===== src/rtl/pcpi_vec_mem_arbiter.sv =====
// ============================================================================
// pcpi_vec_mem_arbiter: two-master (CPU / vector coprocessor) arbiter onto a
// single valid/ready memory port.  Revision: 1.0
// ============================================================================
`default_nettype none

module pcpi_vec_mem_arbiter #(
  parameter int ROUND_ROBIN = 1
) (
  input  logic        clk,
  input  logic        resetn,

  input  logic        cpu_mem_valid,
  output logic        cpu_mem_ready,
  input  logic [31:0] cpu_mem_addr,
  input  logic [31:0] cpu_mem_wdata,
  input  logic [3:0]  cpu_mem_wstrb,
  output logic [31:0] cpu_mem_rdata,

  input  logic        vec_mem_valid,
  output logic        vec_mem_ready,
  input  logic [31:0] vec_mem_addr,
  input  logic [31:0] vec_mem_wdata,
  input  logic [3:0]  vec_mem_wstrb,
  output logic [31:0] vec_mem_rdata,

  output logic        mem_valid,
  output logic [31:0] mem_addr,
  output logic [31:0] mem_wdata,
  output logic [3:0]  mem_wstrb,
  input  logic        mem_ready,
  input  logic [31:0] mem_rdata,

  output logic        last_grant
);

  typedef enum logic [1:0] {
    S_IDLE = 2'd0,
    S_REQ  = 2'd1,
    S_RESP = 2'd2
  } state_t;

  state_t      state_q;
  logic        mem_valid_q;
  logic [31:0] mem_addr_q;
  logic [31:0] mem_wdata_q;
  logic [3:0]  mem_wstrb_q;
  logic        cpu_ready_q;
  logic        vec_ready_q;
  logic [31:0] cpu_rdata_q;
  logic [31:0] vec_rdata_q;
  logic        last_grant_q;

  logic        cpu_elig;
  logic        vec_elig;
  logic        grant_vec_d;

  assign cpu_elig = cpu_mem_valid & ~cpu_ready_q;
  assign vec_elig = vec_mem_valid & ~vec_ready_q;

  // Vector wins if it is alone, or under round-robin when the CPU went last.
  assign grant_vec_d = vec_elig &
                       (~cpu_elig | ((ROUND_ROBIN != 0) & ~last_grant_q));

  always_ff @(posedge clk or negedge resetn) begin
    if (!resetn) begin
      state_q      <= S_IDLE;
      mem_valid_q  <= 1'b0;
      mem_addr_q   <= 32'd0;
      mem_wdata_q  <= 32'd0;
      mem_wstrb_q  <= 4'd0;
      cpu_ready_q  <= 1'b0;
      vec_ready_q  <= 1'b0;
      cpu_rdata_q  <= 32'd0;
      vec_rdata_q  <= 32'd0;
      last_grant_q <= 1'b1;
    end else begin
      case (state_q)
        S_IDLE: begin
          if (cpu_elig || vec_elig) begin
            last_grant_q <= grant_vec_d;
            mem_addr_q   <= grant_vec_d ? vec_mem_addr  : cpu_mem_addr;
            mem_wdata_q  <= grant_vec_d ? vec_mem_wdata : cpu_mem_wdata;
            mem_wstrb_q  <= grant_vec_d ? vec_mem_wstrb : cpu_mem_wstrb;
            mem_valid_q  <= 1'b1;
            state_q      <= S_REQ;
          end
        end
        S_REQ: begin
          if (mem_ready) begin
            mem_valid_q <= 1'b0;
            if (last_grant_q) begin
              vec_rdata_q <= mem_rdata;
              vec_ready_q <= 1'b1;
            end else begin
              cpu_rdata_q <= mem_rdata;
              cpu_ready_q <= 1'b1;
            end
            state_q <= S_RESP;
          end
        end
        S_RESP: begin
          cpu_ready_q <= 1'b0;
          vec_ready_q <= 1'b0;
          state_q     <= S_IDLE;
        end
        default: begin
          mem_valid_q <= 1'b0;
          cpu_ready_q <= 1'b0;
          vec_ready_q <= 1'b0;
          state_q     <= S_IDLE;
        end
      endcase
    end
  end

  assign mem_valid     = mem_valid_q;
  assign mem_addr      = mem_addr_q;
  assign mem_wdata     = mem_wdata_q;
  assign mem_wstrb     = mem_wstrb_q;
  assign cpu_mem_ready = cpu_ready_q;
  assign vec_mem_ready = vec_ready_q;
  assign cpu_mem_rdata = cpu_rdata_q;
  assign vec_mem_rdata = vec_rdata_q;
  assign last_grant    = last_grant_q;

endmodule

`default_nettype wire


===== config.mk =====
export PLATFORM = sky130hd
export DESIGN_NAME = pcpi_vec_mem_arbiter
export DESIGN_NICKNAME = d
export VERILOG_FILES = /design/src/rtl/pcpi_vec_mem_arbiter.sv
export SDC_FILE = /design/constraint.sdc
export NUM_CORES = 1
export LEC_CHECK = 0
export ABC_AREA = 1
export CAP_MARGIN = 10
export CORE_MARGIN = 2
export CORE_UTILIZATION = 40
export DETAILED_ROUTE_END_ITERATION = 10
export PLACE_DENSITY_LB_ADDON = 0.25
export SETUP_SLACK_MARGIN = 0.4
export SYNTH_ARGS = -nofsm -noshare
export SYNTH_HDL_FRONTEND = slang
export SYNTH_SLANG_ARGS = --single-unit

===== constraint.sdc =====
create_clock -name clk -period 1.7 [get_ports clk]
set_input_delay 0.255 -clock clk [delete_from_list [all_inputs] [get_ports clk]]
set_output_delay 0.255 -clock clk [all_outputs]
set_load 0.02 [all_outputs]

**Word-level counts from Yosys, hierarchy flattened**

Index checks and enable logic that the tools add are counted.

- Equality and inequality tests: 6
- Multiplexer cells: 15
- Bitwise logic cells: 10
- Reductions and logical operators: 9

Operator list:

| kind | number |
|---|---|
| two-way mux 32 bit | 2 |
| AND reduction 3 bit | 5 |
| != test 2 bit, second input constant | 4 |
| two-way mux 1 bit | 6 |
| NOT 1 bit | 6 |
| two-way mux 2 bit | 2 |
| two-way mux 4 bit | 1 |
| case mux 1 bit (2 select lines) | 2 |
| case mux 2 bit (2 select lines) | 1 |
| AND reduction 2 bit | 2 |
| AND 1 bit | 3 |
| case mux 1 bit (3 select lines) | 1 |
| equality test 2 x 1 -> 1 bit, second input constant | 1 |
| equality test 2 bit, second input constant | 1 |
| zero test 2 bit | 1 |
| logical OR 1 bit | 1 |
| bitwise OR 1 bit | 1 |

- Register bits after elaboration: 138
- Word-level logic and storage cells: 50

**Depth between registers and ports, before layout**

Gate-level depths: netlist of run 1.

- Word-level depth: 6
- Gate-level depth with buffers: 8
- Mapped depth without buffers: 6

**Least setup slack after synthesis of run 1**

OpenSTA, ideal clock, no wires.

- Kind: reg2reg
- Start: reg last_grant_q, in the netlist last_grant
- End: reg mem_wdata_q[17], in the netlist mem_wdata[17]
- Data arrival time: 1.305 ns
- Setup slack: 0.278 ns
- Cell stages (with the launch flop): 8
- Clock period less this slack: 1.422 ns
- Cell sequence: dfstp_2 nand3_2 nand2_1 buf_4 buf_6 nand2_1 nand3_1 nand2_1

- Word-level cells in the longest chain between the ends: 4

Ends and longest elaborated chain:

| what | line | RTL |
|---|---|---|
| from (decl) | 52 | `logic last_grant_q;` |
| from (signal assigned) | 81 | `last_grant_q <= grant_vec_d;` |
| NOT 1 bit (no line) | - |  |
| bitwise OR 1 bit | 63 | `(~cpu_elig \| ((ROUND_ROBIN != 0) & ~last_grant_q));` |
| AND 1 bit | 62 | `assign grant_vec_d = vec_elig &` |
| two-way mux 32 bit | 83 | `mem_wdata_q <= grant_vec_d ? vec_mem_wdata : cpu_mem_wdata;` |
| to (signal assigned) | 83 |  |
| to (decl) | 46 | `logic [31:0] mem_wdata_q;` |

No other way between the ends.
A chain may end at the register's enable or synchronous reset.

**Worst setup path after layout of run 1**

- Start: reg state_q[1]
- End: reg vec_rdata_q[14], in the netlist vec_mem_rdata[14]

- Word-level cells in the longest chain between the ends: 2

Ends and longest elaborated chain:

| what | line | RTL |
|---|---|---|
| from (decl) | 43 | `state_t state_q;` |
| from (signal assigned) | 67 | `state_q <= S_IDLE;` |
| from (signal assigned) | 86 | `state_q <= S_REQ;` |
| from (signal assigned) | 99 | `state_q <= S_RESP;` |
| equality test 2 x 1 -> 1 bit | 78 | `case (state_q)` |
| AND reduction 3 bit (no line) | - |  |
| to (signal assigned) | 93 | `vec_rdata_q <= mem_rdata;` |
| to (decl) | 51 | `logic [31:0] vec_rdata_q;` |

No other way between the ends.

==> reports/qor.txt, run 1 <==
Outcome = completed
Area Overhead vs Synth = 61.0%
Syn nets = 1024
CTS tree = done
Worst Skew = 0.00793 ns
H-tree depth = 4
Post-route antenna net violation count = 0
Setup TNS = 0 ns
Worst Max-Slew Pin Slew = 0.361 ns
Most common cell after layout, fill and taps aside = nand2_1
Relative slew margins = 0.759
Max-slew violation count = 0
Most frequent cells in the layout = nand2_1 (262), inv_1 (172), clkdlybuf4s50_1 (171)
Distinct cells, synth = 15
Type of the worst setup path = reg -> reg
Routed via count = 6723
RSZ-0062 raised after global routing = true
Die X-Extent = 132 um
Core Area = 0.0159 mm2
Clk sink count = 138
Root Driver = clkbuf_16
Final hold vios = 0
Seq cells post-synth = 138
Row count = 46
Post-Syn Instances = 851
Syn avg cell area = 7.67 um2
Seq/Total Area, Yosys = 0.529
Syn Std Cell Area = 0.00653 mm2
Worst Path Required = 1.99 ns
Maxcap violations = 0
Max Fclk = 0.714 GHz
Initial drt markers = 405
Final HPWL DP = 14100 um
Router iterations before antenna repair = 5
Detailed-route DRC error count = 0
Total congestion overflow = 0
First-pass GRT wire length = 33000 um
Clk_lat worst skew = 0.41 ns
DR WL/cell = 16.7 um
WHS = 0.326 ns
Final Cycle Share = 0.824
Ports = 309
Drt total wl = 23500 um
Deepest clock path buffer count = 2
Worst Path Arrival = 1.69 ns
Tot Pwr = 18.7 mW
Vias per inst = 4.78
Yosys warning count = 0
Power density cells = 1780 mW/mm2
Worst Hold Class = in -> async
Worst IR Drop VDD = 0.813 mV
GP Congestion = 0.834
Initial Util = 0.410
Final setup fails = 0
Die Ht = 132 um
Final Critical Period = 1.40 ns
Leakage = 5.83 nW
Vias in the first global route = 6311
Largest net degree at the start of global routing = 66
Die ar. = 0.0174 mm2
Kind of start point of the critical path = flip-flop
Worst-path clk slew = 0.06 ns
Global Route Usage Sum = 0.239
CP Max Fanout = 16
Port bufs = 308
Ratio of cells with drive above 1 in the final layout = 0.213
Setup ws final = 0.300 ns
Crit. End Element = flip-flop
Nets = 1350
Cts bufs inserted = 17
Initial antenna violation count = 1
Setup WS pre-CTS = 0.00704 ns
[worst paths after layout]
kind,startpoint,end,slack [ns],cells past startpoint
max,state_q[1],vec_mem_rdata[14],0.30,7
min in group clk,mem_rdata[29],cpu_mem_rdata[29],0.41,3
min,resetn,cpu_mem_rdata[21],0.33,2
min reg2reg,mem_addr[23],mem_addr[23],0.47,2
max reg2reg,state_q[1],vec_mem_rdata[14],0.30,7
max in group asynchronous,resetn,last_grant,0.81,3
[critical path: stages (launching register included)]
cell and delay, ns:
dfrtp_1 0.41, inv_2 0.11, nand2_4 0.06, nor2_4 0.19, nand2_4 0.16, clkbuf_16 0.22
nand2_1 0.06, o21ai_1 0.07
[per-stage QoR]
stage / area (um2) / utilization / cells
3_5_place_dp: 9900 / 0.621 / 1344
6_report: 10500 / 0.659 / 1407
4_1_cts: 9890 / 0.621 / 1379
2_1_floorplan: 6560 / - / 851
3_3_place_gp: 9900 / 0.621 / 1344
5_1_grt: 10500 / 0.659 / 1407
[per-layer routing]
metal  up-vias  share of wire  global-route usage
met5         -              0                   0
met4         0          0.031               0.100
met3        43          0.070              0.0700
met2       264           0.51               0.402
met1      3182           0.39               0.287
li1       3234              -                   -
[synth_stat cells (all sizes together)]
cell type / n / share of area
nor2: 2 / 0.0019
o21ai: 69 / 0.053
nand2: 279 / 0.16
dfrtp: 137 / 0.53
dfstp: 1 / 0.0040
buf: 38 / 0.040
a21oi: 1 / 0.0013
inv: 175 / 0.10
clkbuf: 11 / 0.0063
nand3: 138 / 0.11
[timing repair]
action / in CTS / in global routing
gates cloned: 1 / 19
hold buffers: 1 / 0
setup buffers: 1 / 8
resized for setup: 550 / 62
endpoints found under the hold margin: 30 / 0
pin swaps: 0 / 6
endpoints found under the setup margin: 229 / 139
[flip-flops by register name (all words and copies together), names as in the netlist]
name           flops
cpu_mem_rdata     32
mem_addr          32
mem_wdata         32
vec_mem_rdata     32
mem_wstrb          4
state_q            2
cpu_mem_ready      1
last_grant         1
mem_valid          1
vec_mem_ready      1
[power breakdown]
part / internal [mW] / switching, mW / leakage (nW)
Combinational: 3.46 / 5.71 / 3.84
Clock: 2.31 / 1.42 / 0.287
Sequential: 4.89 / 0.884 / 1.70
Total: 10.7 / 8.01 / 5.83
[logic make-up (layout without fill, tap and decap cells)]
logic type | count (synthesis) | count (layout) | synth area share
simple gates | 419 | 420 | 0.270
buf+inv | 224 | 562 | 0.147
flops | 138 | 138 | 0.529
compound gates | 70 | 70 | 0.0542
other cells | 0 | 1 | 0
[final cells by class]
| class | count | area [um2] |
|---|---|---|
| tap | 216 | 270 |
| timing repair buffer | 355 | 3210 |
| antenna | 1 | 2.50 |
| sequential | 138 | 3460 |
| clock buffer | 18 | 429 |
| clock inverter | 14 | 171 |
| inverter | 175 | 657 |
| fill | 1358 | 5430 |
| multi-input combinational | 490 | 2320 |
(Power assumes the default switching activity.)
==> inputs of run 2 (changes only) <==
==> constraint.sdc (replaced) <==
create_clock -name clk -period 1.4 [get_ports clk]
set_input_delay 0.21 -clock clk [delete_from_list [all_inputs] [get_ports clk]]
set_output_delay 0.21 -clock clk [all_outputs]
set_load 0.02 [all_outputs]
==> reports/qor.txt, run 2 (same netlist as run 1, synthesis figures left out) <==
Outcome = finished with violations (was completed)
Failing checks = negative setup slack
Crit. End Element = flip-flop (unchanged)
Leakage = 6.37 nW (was 5.83 nW)
Global Route Usage Sum = 0.255 (was 0.239)
Routed via count = 7111 (was 6723)
# fillers = 1151 (was 1358)
Sequential share of power = 0.278 (was 0.309)
Row count = 46 (unchanged)
Max Fclk = 0.698 GHz (was 0.714 GHz)
Worst IR Drop VDD = 1.21 mV (was 0.813 mV)
Die Ht = 132 um (unchanged)
Worst Path Arrival = 1.77 ns (was 1.69 ns)
Int Pwr = 16.3 mW (was 10.7 mW)
CTS tree = done (unchanged)
Storage element area = 0.00346 mm2 (about the same)
Final HPWL DP = 14200 um (was 14100 um)
Die ar. = 0.0174 mm2 (unchanged)
Drt total wl = 24200 um (was 23500 um)
Core Area = 0.0159 mm2 (unchanged)
DR WL/cell = 16.5 um (was 16.7 um)
Final Non-Filler Cells = 1471 (was 1407)
Placed Cells incl. Taps = 1353 (was 1344)
Worst Max-Slew Pin Slew = 0.425 ns (was 0.361 ns)
Type of the worst setup path = reg -> reg (unchanged)
N_diodes = 0 (was 1)
Most common cell after layout, fill and taps aside = nand2_1 (unchanged)
Psw = 10.5 mW (was 8.01 mW)
Ports = 309 (unchanged)
Power density cells = 2270 mW/mm2 (was 1780 mW/mm2)
H-tree depth = 4 (unchanged)
Post-route antenna net violation count = 0 (unchanged)
Vias in the first global route = 6666 (was 6311)
Kind of start point of the critical path = flip-flop (unchanged)
Clk_lat worst skew = 0.42 ns (was 0.41 ns)
First-pass GRT wire length = 35100 um (was 33000 um)
Maxcap violations = 0 (unchanged)
Router iterations before antenna repair = 5 (unchanged)
WHS = 0.274 ns (was 0.326 ns)
Final Critical Period = 1.43 ns (was 1.40 ns)
Clock Power Share = 0.172 (was 0.200)
Initial drt markers = 377 (was 405)
Max-slew violation count = 0 (unchanged)
Worst-path clk slew = 0.06 ns (about the same)
Final setup fails = 2 (was 0)
Most frequent cells in the layout = nand2_1 (271), inv_1 (172), clkdlybuf4s50_1 (171) (was nand2_1 (262), inv_1 (172), clkdlybuf4s50_1 (171))
Initial Util = 0.410 (unchanged)
Worst Skew = 0.00761 ns (was 0.00793 ns)
Util after Layout = 0.742 (was 0.659)
Port bufs = 308 (unchanged)
Die X-Extent = 132 um (unchanged)
Setup ws final = -0.0332 ns (was 0.300 ns)
Worst Path Required = 1.73 ns (was 1.99 ns)
Crit path from = last_grant (was state_q[1])
Clk sink count = 138 (unchanged)
GP Congestion = 0.856 (was 0.834)
Nets = 1415 (was 1350)
Total congestion overflow = 0 (unchanged)
CP Max Fanout = 16 (unchanged)
Sw frac = 0.393 (was 0.429)
Vias per inst = 4.83 (was 4.78)
Worst Hold Class = in -> async (unchanged)
Initial antenna violation count = 0 (was 1)
Detailed-route DRC error count = 0 (unchanged)
Cts bufs inserted = 17 (unchanged)
Root Driver = clkbuf_16 (unchanged)
Deepest clock path buffer count = 2 (unchanged)
Relative slew margins = 0.717 (was 0.759)
Gate power share = 0.550 (was 0.491)
Area Overhead vs Synth = 81.1% (was 61.0%)
RSZ-0062 raised after global routing = true (unchanged)
Largest net degree at the start of global routing = 66 (unchanged)
Final hold vios = 0 (unchanged)
Final Cycle Share = 1.02 (was 0.824)
Area of the multi-input gates = 0.00228 mm2 (was 0.00232 mm2)
R2R Path Start = last_grant (was state_q[1])
Ratio of cells with drive above 1 in the final layout = 0.253 (was 0.213)
## run 2: final timing paths
path	endpoint	slack (ns)	cells after the start
setup reg to reg	cpu_mem_rdata[16]	-0.03	6
hold / removal	mem_addr[26]	0.27	2
max in group asynchronous	vec_mem_rdata[25]	0.57	3
setup / recovery	cpu_mem_rdata[16]	-0.03	6
hold reg to reg	mem_addr[28]	0.50	2
min in group clk	cpu_mem_rdata[27]	0.36	3
## run 2: repair_timing
item	in CTS	in global routing
setup endpoints to repair	273	273
endpoints found under the hold margin	33	0
hold buffers	1	0
buffers inserted	34	36
pin swaps	1	5
gates resized for setup	824	36
cloned	4	11
## run 2: area by class of cell
type                       instances  share of cell area
clock buffer                      20              0.0386
tap                              216              0.0229
clock inverter                    12              0.0124
sequential                       138               0.292
timing repair buffer             421               0.385
inverter                         175              0.0555
multi-input combinational        489               0.193
## run 2: stage by stage
step           power (mW)  TNS [ns]  instance area (um2)  setup WS, ns
2_1_floorplan        13.0         0                 6600        0.0728
3_3_place_gp         18.6    -19.89                 9990        -0.244
3_5_place_dp         18.8    -22.73                 9990        -0.294
4_1_cts              25.3         0                11200        0.0273
5_1_grt              28.2     -2.21                11800       -0.0784
6_report             26.8   -0.0339                11800       -0.0332
## run 2: power by group through the flow
| stage | Clock [mW] | Combinational [mW] | Sequential, mW |
|---|---|---|---|
| 6_report | 4.60 | 14.7 | 7.46 |
| 5_1_grt | 4.84 | 15.7 | 7.64 |
| 4_1_cts | 4.65 | 13.3 | 7.39 |
| 3_5_place_dp | 0 | 11.8 | 7.02 |
| 3_3_place_gp | 0 | 11.6 | 7.01 |
| 2_1_floorplan | 0 | 3.74 | 9.28 |
## run 2: routing by layer
metal | up-vias | wire length (um) | GRT usage
met3 | 65 | 1720 | 0.0588
met5 | - | 0 | 0
li1 | 3358 | - | -
met2 | 326 | 12000 | 0.431
met1 | 3362 | 9680 | 0.315
met4 | 0 | 832 | 0.104
## run 2: worst max-delay path: stages (launching register included)
cell and delay, ns:
dfstp_2 0.58, buf_4 0.15, inv_1 0.06, nand2_4 0.18
buf_16 0.18, nand2_1 0.09, o21ai_1 0.11
